==> config.mk <==
export PLATFORM = sky130hd
export DESIGN_NAME = send_frame_backoff_ctrl
export DESIGN_NICKNAME = d
export VERILOG_FILES = /design/src/rtl/mac_backoff_pkg.sv /design/src/rtl/backoff_lfsr.sv /design/src/rtl/send_frame_backoff_ctrl.sv
export SDC_FILE = /design/constraint.sdc
export NUM_CORES = 1
export LEC_CHECK = 0
export ABC_AREA = 1
export CORE_MARGIN = 2
export CORE_UTILIZATION = 50
export CTS_CLUSTER_SIZE = 20
export DETAILED_ROUTE_END_ITERATION = 8
export GPL_ROUTABILITY_DRIVEN = 0
export HOLD_SLACK_MARGIN = 0.08
export PLACE_DENSITY = 0.82
export SLEW_MARGIN = 20
export SYNTH_ARGS = -nofsm -noshare
export SYNTH_HDL_FRONTEND = slang
export SYNTH_SLANG_ARGS = --single-unit
==> constraint.sdc <==
create_clock -name ap_clk -period 3.05 [get_ports ap_clk]
set_input_delay 0.7625 -clock ap_clk [delete_from_list [all_inputs] [get_ports ap_clk]]
set_output_delay 0.7625 -clock ap_clk [all_outputs]
set_load 0.03 [all_outputs]
==> src/rtl/mac_backoff_pkg.sv <==
// Shared types and constants for the send_frame CSMA/CA backoff controller.
// Holds the FSM encoding, LFSR tap mask and datapath widths.
package mac_backoff_pkg;

    localparam int LFSR_W = 17;
    localparam logic [LFSR_W-1:0] LFSR_TAPS = 17'h12000;
    localparam int BE_W = 3;
    localparam int REM_W = 32;
    localparam int NB_W = 4;
    localparam int SLOT_W = 5;
    localparam int OP_W = 17;

    typedef enum logic [2:0] {
        S_IDLE,
        S_DRAW,
        S_MUL,
        S_COUNT,
        S_DONE,
        S_FAIL
    } state_t;

    // Top e bits of the LFSR word, right-aligned.
    function automatic logic [SLOT_W-1:0] draw_slots(
        input logic [LFSR_W-1:0] v,
        input logic [BE_W-1:0]   e
    );
        return SLOT_W'(v >> (LFSR_W - int'(e)));
    endfunction

endpackage

==> src/rtl/backoff_lfsr.sv <==
// 17-bit Galois LFSR (x^17 + x^14 + 1) that steps only when advance is high.
// Exposes the upcoming value so the draw can use it in the stepping cycle.
module backoff_lfsr
    import mac_backoff_pkg::*;
#(
    parameter logic [LFSR_W-1:0] SEED = 17'h00001
) (
    input  logic              clk,
    input  logic              rst,
    input  logic              advance,
    output logic [LFSR_W-1:0] nxt
);

    logic [LFSR_W-1:0] value;

    assign nxt = (value >> 1) ^ (value[0] ? LFSR_TAPS : '0);

    always_ff @(posedge clk or posedge rst) begin
        if (rst) begin
            value <= SEED;
        end else if (advance) begin
            value <= nxt;
        end
    end

endmodule

==> src/rtl/send_frame_backoff_ctrl.sv <==
// CSMA/CA random-backoff controller: draws a slot count, scales it by the
// slot duration through an external multiplier and counts down idle ticks.
module send_frame_backoff_ctrl
    import mac_backoff_pkg::*;
#(
    parameter int unsigned       MIN_BE      = 3,
    parameter int unsigned       MAX_BE      = 5,
    parameter int unsigned       MAX_RETRIES = 4,
    parameter logic [LFSR_W-1:0] LFSR_SEED   = 17'h00001
) (
    input  logic              ap_clk,
    input  logic              ap_rst,
    input  logic              start,
    input  logic              retry,
    input  logic              abort,
    input  logic              chan_busy,
    input  logic [OP_W-1:0]   slot_ticks,
    output logic [OP_W-1:0]   mul_a,
    output logic [OP_W-1:0]   mul_b,
    input  logic [REM_W-1:0]  mul_p,
    output logic              start_ready,
    output logic              done,
    output logic              fail,
    output logic [REM_W-1:0]  remaining,
    output logic [BE_W-1:0]   be
);

    localparam logic [BE_W-1:0] MIN_BE_L = BE_W'(MIN_BE);
    localparam logic [BE_W-1:0] MAX_BE_L = BE_W'(MAX_BE);
    localparam logic [NB_W-1:0] MAX_NB   = NB_W'(MAX_RETRIES);

    state_t            state;
    state_t            state_n;
    logic              accept;
    logic              to_fail;
    logic              lfsr_adv;
    logic [LFSR_W-1:0] lfsr_nxt;
    logic [NB_W-1:0]   nb;
    logic              rem_zero;

    assign rem_zero = (remaining == '0);
    assign to_fail  = retry && (nb == MAX_NB);

    backoff_lfsr #(
        .SEED(LFSR_SEED)
    ) u_lfsr (
        .clk    (ap_clk),
        .rst    (ap_rst),
        .advance(lfsr_adv),
        .nxt    (lfsr_nxt)
    );

    always_ff @(posedge ap_clk or posedge ap_rst) begin
        if (ap_rst) begin
            state <= S_IDLE;
        end else begin
            state <= state_n;
        end
    end

    always_comb begin
        state_n  = state;
        accept   = 1'b0;
        lfsr_adv = 1'b0;
        unique case (state)
            S_IDLE: begin
                if (start) begin
                    accept  = 1'b1;
                    state_n = to_fail ? S_FAIL : S_DRAW;
                end
            end
            S_DRAW: begin
                lfsr_adv = 1'b1;
                state_n  = S_MUL;
            end
            S_MUL: begin
                state_n = S_COUNT;
            end
            S_COUNT: begin
                if (rem_zero) begin
                    state_n = S_DONE;
                end
            end
            S_DONE, S_FAIL: begin
                state_n = S_IDLE;
            end
            default: begin
                state_n = S_IDLE;
            end
        endcase
        // Abort wins over everything and must not disturb nb/be/LFSR.
        if (abort) begin
            state_n  = S_IDLE;
            accept   = 1'b0;
            lfsr_adv = 1'b0;
        end
    end

    always_ff @(posedge ap_clk or posedge ap_rst) begin
        if (ap_rst) begin
            nb        <= '0;
            be        <= MIN_BE_L;
            mul_a     <= '0;
            mul_b     <= '0;
            remaining <= '0;
        end else if (!abort) begin
            if (accept) begin
                if (!retry || to_fail) begin
                    nb <= '0;
                    be <= MIN_BE_L;
                end else begin
                    nb <= nb + NB_W'(1);
                    be <= (be < MAX_BE_L) ? be + BE_W'(1) : MAX_BE_L;
                end
                if (!to_fail) begin
                    mul_b <= slot_ticks;
                end
            end
            if (state == S_DRAW) begin
                mul_a <= {{(OP_W-SLOT_W){1'b0}}, draw_slots(lfsr_nxt, be)};
            end
            if (state == S_MUL) begin
                remaining <= mul_p;
            end
            // Busy only pauses the countdown; the budget is kept.
            if (state == S_COUNT && !rem_zero && !chan_busy) begin
                remaining <= remaining - REM_W'(1);
            end
        end
    end

    assign start_ready = (state == S_IDLE);
    assign done        = (state == S_DONE);
    assign fail        = (state == S_FAIL);

endmodule

After elaboration in Yosys (flattened, before gate mapping) --
Index checks and enable logic that the tools add are counted.
Storage, ports and cells: bits in registers 81, bits of input ports 55, output and inout port bits 72, word-level logic and storage cells 55
Cells by class: add/sub/neg operators 4, magnitude comparators 1, equal/unequal tests 8, shift operators 1, multiplexer cells 16, bitwise logic cells 3, reduce and logical (&&, ||, !) cells 15
Operator list (count):
- two-way mux 32 bit | 2
- zero test 32 bit | 1
- >> shifter 17 x 32 -> 5 bit | 1
- subtractor 32 x 1 -> 32 bit, second input constant | 1
- two-way mux 3 bit | 6
- two-way mux 17 bit | 1
- XOR 16 x 17 -> 17 bit | 1
- one-hot mux 3 bit (4 select lines) | 1
- AND reduction 2 bit | 4
- equality test 3 x 2 -> 1 bit, second input constant | 2
- equality test 3 bit, second input constant | 2
- inequality test 3 bit, second input constant | 2
- subtractor 5 x 3 -> 6 bit, first input constant | 1
- two-way mux 1 bit | 5
- adder 4 x 1 -> 4 bit, second input constant | 1
- equality test 4 x 3 -> 1 bit, second input constant | 1
- two-way mux 4 bit | 1
- adder 3 x 1 -> 3 bit, second input constant | 1
- equality test 3 x 1 -> 1 bit, second input constant | 1
- logical AND 1 bit | 3
- zero test 1 bit | 3
- zero test 3 bit | 1
- less-than comparator 3 bit, second input constant | 1
- AND reduction 3 bit | 1
- other kinds (3) | 4

Logic depth before layout (Yosys ltp) --
Gate-level depths: netlist (run 1).
depth in word-level cells 6, depth in mapped cells 13, depth with buffers taken out 13

Hierarchy --
Synthesis (run 1) repeated with hierarchy kept, for this count alone.
Second synthesis, totals: cells, all modules 738, area total of the unflattened synthesis 5267.6 sq um
Modules (own cells, without submodules):
- send_frame_backoff_ctrl | times used 1, cells an instance 653, area an instance 4454.3 sq um, seq. area each 1604.0 sq um
- backoff_lfsr | times used 1, cells an instance 85, area an instance 813.3 sq um, seq. area each 426.7 sq um

Worst setup path before layout (run 1) --
No wires, ideal clock.
kind reg-to-reg, start register be[1], end register mul_a[0], setup time 128 ps, arrival 1975 ps, data required time 2922 ps, slack 947 ps, stages on the path, launching flop included 8, buffers on the path 1, clock period less this slack 2103 ps, cells stage by stage dfstp_2 clkbuf_1 clkinv_1 ha_1 inv_1 nand3_1 a21boi_0 o21ai_0
Between the ends: word-level cells in the longest chain between the ends 2
RTL lines:
- start, declared | RTL line send_frame_backoff_ctrl.sv:25 | output logic [BE_W-1:0] be
- start signal, assigned | RTL line send_frame_backoff_ctrl.sv:113 | be <= (be < MAX_BE_L) ? be + BE_W'(1) : MAX_BE_L;
- subtractor 5 x 3 -> 6 bit | RTL line mac_backoff_pkg.sv:27 | return SLOT_W'(v >> (LFSR_W - int'(e)));
- >> shifter 17 x 32 -> 5 bit | RTL line mac_backoff_pkg.sv:27
- end signal, assigned | RTL line send_frame_backoff_ctrl.sv:120 | mul_a <= {{(OP_W-SLOT_W){1'b0}}, draw_slots(lfsr_nxt, be)};
- end, declared | RTL line send_frame_backoff_ctrl.sv:18 | output logic [OP_W-1:0] mul_a,
Every way passes these cells. A chain may end at the register's enable or synchronous reset.

Worst setup path after layout (run 1) --
start register state[0], end output fail
Between the ends: word-level cells in the longest chain between the ends 1
RTL lines:
- start, declared | RTL line send_frame_backoff_ctrl.sv:32 | state_t state;
- start signal, assigned | RTL line send_frame_backoff_ctrl.sv:57 | state <= state_n;
- equality test 3 bit | RTL line send_frame_backoff_ctrl.sv:134 | assign fail = (state == S_FAIL);
- end, declared | RTL line send_frame_backoff_ctrl.sv:23 | output logic fail,
Every way passes these cells.

==> flow_metrics.py, run 1 <==
metrics = {
    "placed_design": {
        "dp_hpwl_mm": 9.423,
        "place.port_buffers": 114,
    },
    "route": {
        "top_layer_used": "met4",
        "detail_route.first_pass.iterations": 5,
        "vias": 4901,
        "drt_iter0_drc": 346,
        "ant_nets": 0,
        "met1_length_mm": 5.515,
        "finalWirelength_mm": 12.91,
        "drc": 0,
        "routedWlPerCell_um": 13.42,
        "wl_met2_mm": 6.017,
        "wl_met3_mm": 1.172,
        "viasPerCell": 5.095,
    },
    "global_route": {
        "grt_pass1_vias": 4815,
        "antenna_found_initial": 0,
        "overflow": 0,
        "groute.usage.overall_pct": 24.70,
        "grt_pass1_wl_mm": 22.34,
        "grt_max_degree": 50,
    },
    "final_layout": {
        "syn_to_final_growth_pct": 26.08,
        "antenna-diode-count": 0,
        "nNetsFinal": 884,
        "drive_above_1_share_pct": 7.627,
    },
    "sta": {
        "setup-tns-final_ns": 0,
        "timing.fmax_mhz": 376.0,
        "finalSetupViolCount": 0,
        "rsz0062_at_grt": "false",
        "skew_ns": 0.008781,
        "hold_slack_ns": 0.4731,
        "drv_slew": 0,
        "period_minus_slack_ns": 2.660,
        "hold_violations": 0,
        "period_share_pct": 87.21,
    },
    "setup_path": {
        "crit_path_max_incr_delay_ns": 0.71,
        "critPathArrivalTime_ns": 1.90,
        "cp_max_fo": 6,
        "cp-end-kind": "output port",
        "worst-setup-path-type": "register to output port",
        "cp.required_ns": 2.29,
        "crit_chain": "inv_1 -> nor3_1 -> clkdlybuf4s50_1",
        "crit_path_start_kind": "register",
        "cp_slowest_cell": "clkdlybuf4s50_1",
    },
    "floorplanning": {
        "start_util_pct": 50.68,
        "die-area_um2": 11100,
        "die_x_um": 105.4,
        "pin_count": 127,
        "die_height_um": 105.4,
        "rows": 37,
        "core_um2": 10140,
    },
    "synthesis": {
        "synth_mux_area_share_pct": 4.456,
        "synth-seq-area-share_pct": 39.52,
        "synth_top_cell_by_area": "dfrtp_1",
        "synth_xor_area_share_pct": 3.238,
        "syn-mean-instance-area_um2": 7.197,
        "yosysWarningCount": 0,
        "synth_fa_ha_area_share_pct": 1.948,
        "synth_seq_cells": 81,
        "synth-simple-area-share_pct": 36.47,
        "synthArstFlopShare_pct": 100.0,
        "syn-cell-area_um2": 5139,
        "synth_cell_types": 39,
        "synthCells": 714,
        "synth_area_leaders": "dfrtp_1, nand2_1, nand3_1",
        "synth_edf_count": 0,
        "yosys.area.top_type_share_pct": 37.98,
        "synth_top_family_by_area": "simple AND/OR/NAND/NOR gates",
        "synth_compound_area_share_pct": 5.332,
        "synthFlopType": "dfrtp_1",
    },
    "clocking": {
        "worstSkewPairLatency_ns": 0.36,
        "cts_tree": "yes",
        "h-tree-depth": 3,
        "path_clk_slew_ns": 0.08,
        "cts_max_path_buffers": 2,
        "post_cts_resized": 0,
        "post-cts-setup-buffer-count": 0,
        "root_buffer": "clkbuf_8",
        "numCtsBuffers": 9,
        "cts_sinks": 81,
        "cts_hold_buf": 0,
    },
    "run": {
        "drv_cap": 0,
    },
    "power_and_ir_drop": {
        "peakVddDrop_v": 0.0005885,
        "p_per_area_nw_per_um2": 1006,
        "p_leak_nw": 3.190,
    },
    "outcome": {
        "status": "finished clean",
    },
    "min_path": {
        "hp-class": "register to register",
    },
}
[layer usage]
layer | global-route usage (%) | up-vias
li1 | - | 2437
met1 | 31.48 | 2243
met2 | 40.65 | 195
met3 | 6.926 | 26
met4 | 7.905 | 0
met5 | 0 | -
[power breakdown]
group / switching, mW / internal (mW)
Sequential: 0.567 / 1.56
Combinational: 2.21 / 1.47
Clock: 0.397 / 0.315
Total: 3.17 / 3.35
[final cells by class]
type | count | area, um^2
repair buffers | 120 | 1199
fillers | 872 | 3660
inverters | 58 | 217.7
flip-flops and latches | 81 | 2031
clock buffers | 11 | 141.4
multi-input cells | 551 | 2689
well taps | 136 | 170.2
clock inverters | 5 | 31.28
[flip-flops by register name, summed over array words and instances, names as in the netlist]
signal and flops:
mul_a 5, mul_b 17, state 3, nb 4, u_lfsr.value 17, be 3
remaining 32
[logic make-up (layout without fill, tap and decap cells)]
group | Yosys count | in the layout
muxes | 17 | 17
other | 1 | 12
and+or+nand+nor | 443 | 443
xor gates and xnor gates | 19 | 19
AOI/OAI and AO/OA | 52 | 52
adders and majority gates | 8 | 8
buffers and inverters | 93 | 194
DFF | 81 | 81
[worst max-delay path: cells and delay by family, from the launching register on]
family | cells | cell delay, ns
buffers and inverters | 2 | 0.82
flip-flops | 1 | 0.50
AND/OR/NAND/NOR | 1 | 0.22
[cell usage in the layout, fill, tap and decap left out, types with 3 or more instances in the layout]
| cell | instances |
|---|---|
| ha_1 | 8 |
| inv_2 | 3 |
| conb_1 | 12 |
| mux2_2 | 7 |
| nand4_1 | 10 |
| nand2_4 | 3 |
| buf_4 | 5 |
| dfrtp_1 | 78 |
| dfstp_2 | 3 |
| mux2_4 | 10 |
| nand3_1 | 57 |
| nor3_1 | 5 |
| clkinv_2 | 3 |
| a21oi_1 | 9 |
| nor2_2 | 8 |
| xnor2_1 | 6 |
| nor2_1 | 65 |
| inv_1 | 54 |
| o21ai_1 | 3 |
| clkbuf_8 | 10 |
| o21ai_0 | 34 |
| xor2_1 | 13 |
| nand2_1 | 286 |
| clkdlybuf4s50_1 | 114 |
[stage by stage]
stage / util [%] / area [um^2] / setup WS, ns / power (mW) / std cells
CTS: 63.90 / 6479 / 0.3864 / 6.526 / 962
global route: 63.90 / 6479 / 0.2682 / 7.034 / 962
floorplan: - / 5180 / 0.2124 / 4.535 / 725
global placement: 62.20 / 6306 / 0.6898 / 5.683 / 946
detailed placement: 62.20 / 6306 / 0.6263 / 5.792 / 946
finish: 63.90 / 6479 / 0.3901 / 6.519 / 962
[final timing paths]
check                      slack [ns]  cells past startpoint               to            start
max reg2reg                      0.95                     11    remaining[18]    remaining[19]
min                              0.47                      2  u_lfsr.value[5]  u_lfsr.value[6]
min reg2reg                      0.47                      2  u_lfsr.value[5]  u_lfsr.value[6]
max                              0.39                      3             fail         state[0]
min in group asynchronous        0.74                      2        mul_b[12]           ap_rst
max in group asynchronous        1.44                      4     remaining[7]           ap_rst
[Yosys cell counts (all sizes together) (3+ instances only)]
cell,number
nand4,10
o21ai,37
dfrtp,78
clkbuf,7
nor2,75
mux2,17
dfstp,3
xor2,13
ha,8
xnor2,6
inv,57
a21oi,9
nor3,7
nand3,60
buf,28
nand2,290
Note: power is estimated with default switching activity, not from simulation.
==> run 2, diff against run 1 <==
Settings changed: SETUP_SLACK_MARGIN set to 0.3.
==> run 2 against run 1 <==
  * Via count grew 2.1%
  * First-iteration DRC count shrank 8.1%
  * Die area is the same
  * Sequential share of layout area shrank 0.41 points
  * Non-clock buffer count grew 3
  * Total power grew 5.1%
  * Critical path type unchanged
  * Critical endpoint unchanged
  * Largest cell class unchanged
==> flow_metrics.py, run 2 (synthesis gave the netlist of run 1 again) <==
metrics = {
    "global_route": {
        "grt_pass1_vias": 4957,
        "grt_pass1_wl_mm": 22.91,
        "grt_max_degree": 33,
        "groute.usage.overall_pct": 25.48,
        "antenna_found_initial": 0,
        "overflow": 0,
    },
    "sta": {
        "rsz0062_at_grt": "false",
        "hold_violations": 0,
        "timing.fmax_mhz": 381.4,
        "period_share_pct": 85.96,
        "fin_ws_ns": 0.4284,
        "max_slew_margin_pct": 58.80,
        "drv_slew": 0,
        "setup-tns-final_ns": 0,
        "skew_ns": 0.01748,
        "tightestPinTransition_ns": 0.6167,
        "finalSetupViolCount": 0,
        "period_minus_slack_ns": 2.622,
    },
    "clocking": {
        "cts_tree": "yes",
        "cts_sinks": 81,
        "post-cts-setup-buffer-count": 0,
        "cts_hold_buf": 0,
        "path_clk_slew_ns": 0.09,
        "worstSkewPairLatency_ns": 0.36,
        "post_cts_resized": 0,
        "numCtsBuffers": 9,
        "cts_max_path_buffers": 2,
        "root_buffer": "clkbuf_8",
        "h-tree-depth": 3,
    },
    "final_layout": {
        "final_common_cell": "nand2_1",
        "syn_to_final_growth_pct": 27.73,
        "nNetsFinal": 887,
        "largest_reg_flops": 32,
        "top_regs": "remaining: 32 flops, mul_b: 17 flops, u_lfsr.value: 17 flops",
        "drive_above_1_share_pct": 7.841,
        "antenna-diode-count": 0,
        "regMostFlops": "remaining",
        "final_cell_mix": "nand2_1, clkdlybuf4s50_1, dfrtp_1",
    },
    "setup_path": {
        "reg2reg_depth": 7,
        "r2r-end": "mul_a[2]",
        "cp_max_fo": 6,
        "worst-setup-path-type": "register to output port",
        "regToRegSetupSlack_ns": 0.89,
        "crit_path_start_kind": "register",
        "critPathArrivalTime_ns": 1.86,
        "cp.required_ns": 2.29,
        "r2r-start": "be[1]",
        "cp-end-kind": "output port",
    },
    "route": {
        "drc": 0,
        "routedWlPerCell_um": 14.07,
        "viasPerCell": 5.184,
        "drt_iter0_drc": 318,
        "vias": 5003,
        "ant_nets": 0,
        "finalWirelength_mm": 13.58,
        "detail_route.first_pass.iterations": 5,
    },
    "placed_design": {
        "place.port_buffers": 114,
        "dp_hpwl_mm": 9.886,
        "dp_slack_ns": 0.6527,
    },
    "floorplanning": {
        "pin_count": 127,
        "die_x_um": 105.4,
        "start_util_pct": 50.68,
        "die_height_um": 105.4,
        "rows": 37,
        "die-area_um2": 11100,
        "core_um2": 10140,
    },
    "power_and_ir_drop": {
        "peakVddDrop_v": 0.0007033,
        "p_leak_nw": 3.227,
        "power_mw": 6.854,
        "p_per_area_nw_per_um2": 1044,
    },
    "outcome": {
        "status": "finished clean",
    },
    "min_path": {
        "holdPathStages": 2,
        "hold_start": "u_lfsr.value[4]",
        "hold-path-endpoint": "u_lfsr.value[4]",
        "hp-class": "register to register",
    },
    "run": {
        "drv_cap": 0,
    },
}
-- run 2: final cells by class --
cell class | instances | area (um^2)
clock buffer | 12 | 145.1
tap | 136 | 170.2
clock inverter | 4 | 98.84
fill | 892 | 3575
multi-input combinational | 551 | 2689
timing repair buffer | 123 | 1209
inverter | 58 | 221.5
sequential | 81 | 2031
-- run 2: critical path, stage by stage, from the launching register on --
cell and delay (ns):
dfrtp_1 0.50, inv_1 0.12, nor3_1 0.19, clkdlybuf4s50_1 0.70
-- run 2: layer usage --
layer | vias to the layer above | GRT usage [%] | wire [um]
met1 | 2342 | 32.71 | 5854
met4 | 0 | 8.000 | 181
met3 | 18 | 6.617 | 1086
met5 | - | 0 | 0
met2 | 194 | 42.17 | 6454
li1 | 2449 | - | -
-- run 2: metrics by stage --
step                hold WS, ns  cells  util [%]  area (um^2)
floorplan                0.4422    725         -         5184
finish                   0.4747    965     64.74         6564
global route             0.4953    965     64.74         6564
global placement         0.4549    949     62.33         6320
CTS                      0.4790    965     64.74         6564
detailed placement       0.4599    949     62.33         6320
-- run 2: how the worst max path moves through the flow --
| stage | from | to | slack [ns] |
|---|---|---|---|
| 6_report | state[0] | fail | 0.43 |
| 5_1_grt | state[0] | fail | 0.33 |
| 4_1_cts | state[0] | fail | 0.40 |
| 3_5_place_dp | abort | mul_b[11] | 0.65 |
| 3_3_place_gp | abort | mul_b[16] | 0.70 |
| 2_1_floorplan | be[1] | mul_a[0] | 0.95 |
-- run 2: power breakdown --
group | internal [mW] | total (mW) | switching (mW) | leakage (nW)
Combinational | 1.48 | 3.73 | 2.25 | 2.08
Clock | 0.571 | 0.982 | 0.411 | 0.121
Sequential | 1.56 | 2.14 | 0.584 | 1.02
Total | 3.61 | 6.85 | 3.25 | 3.23
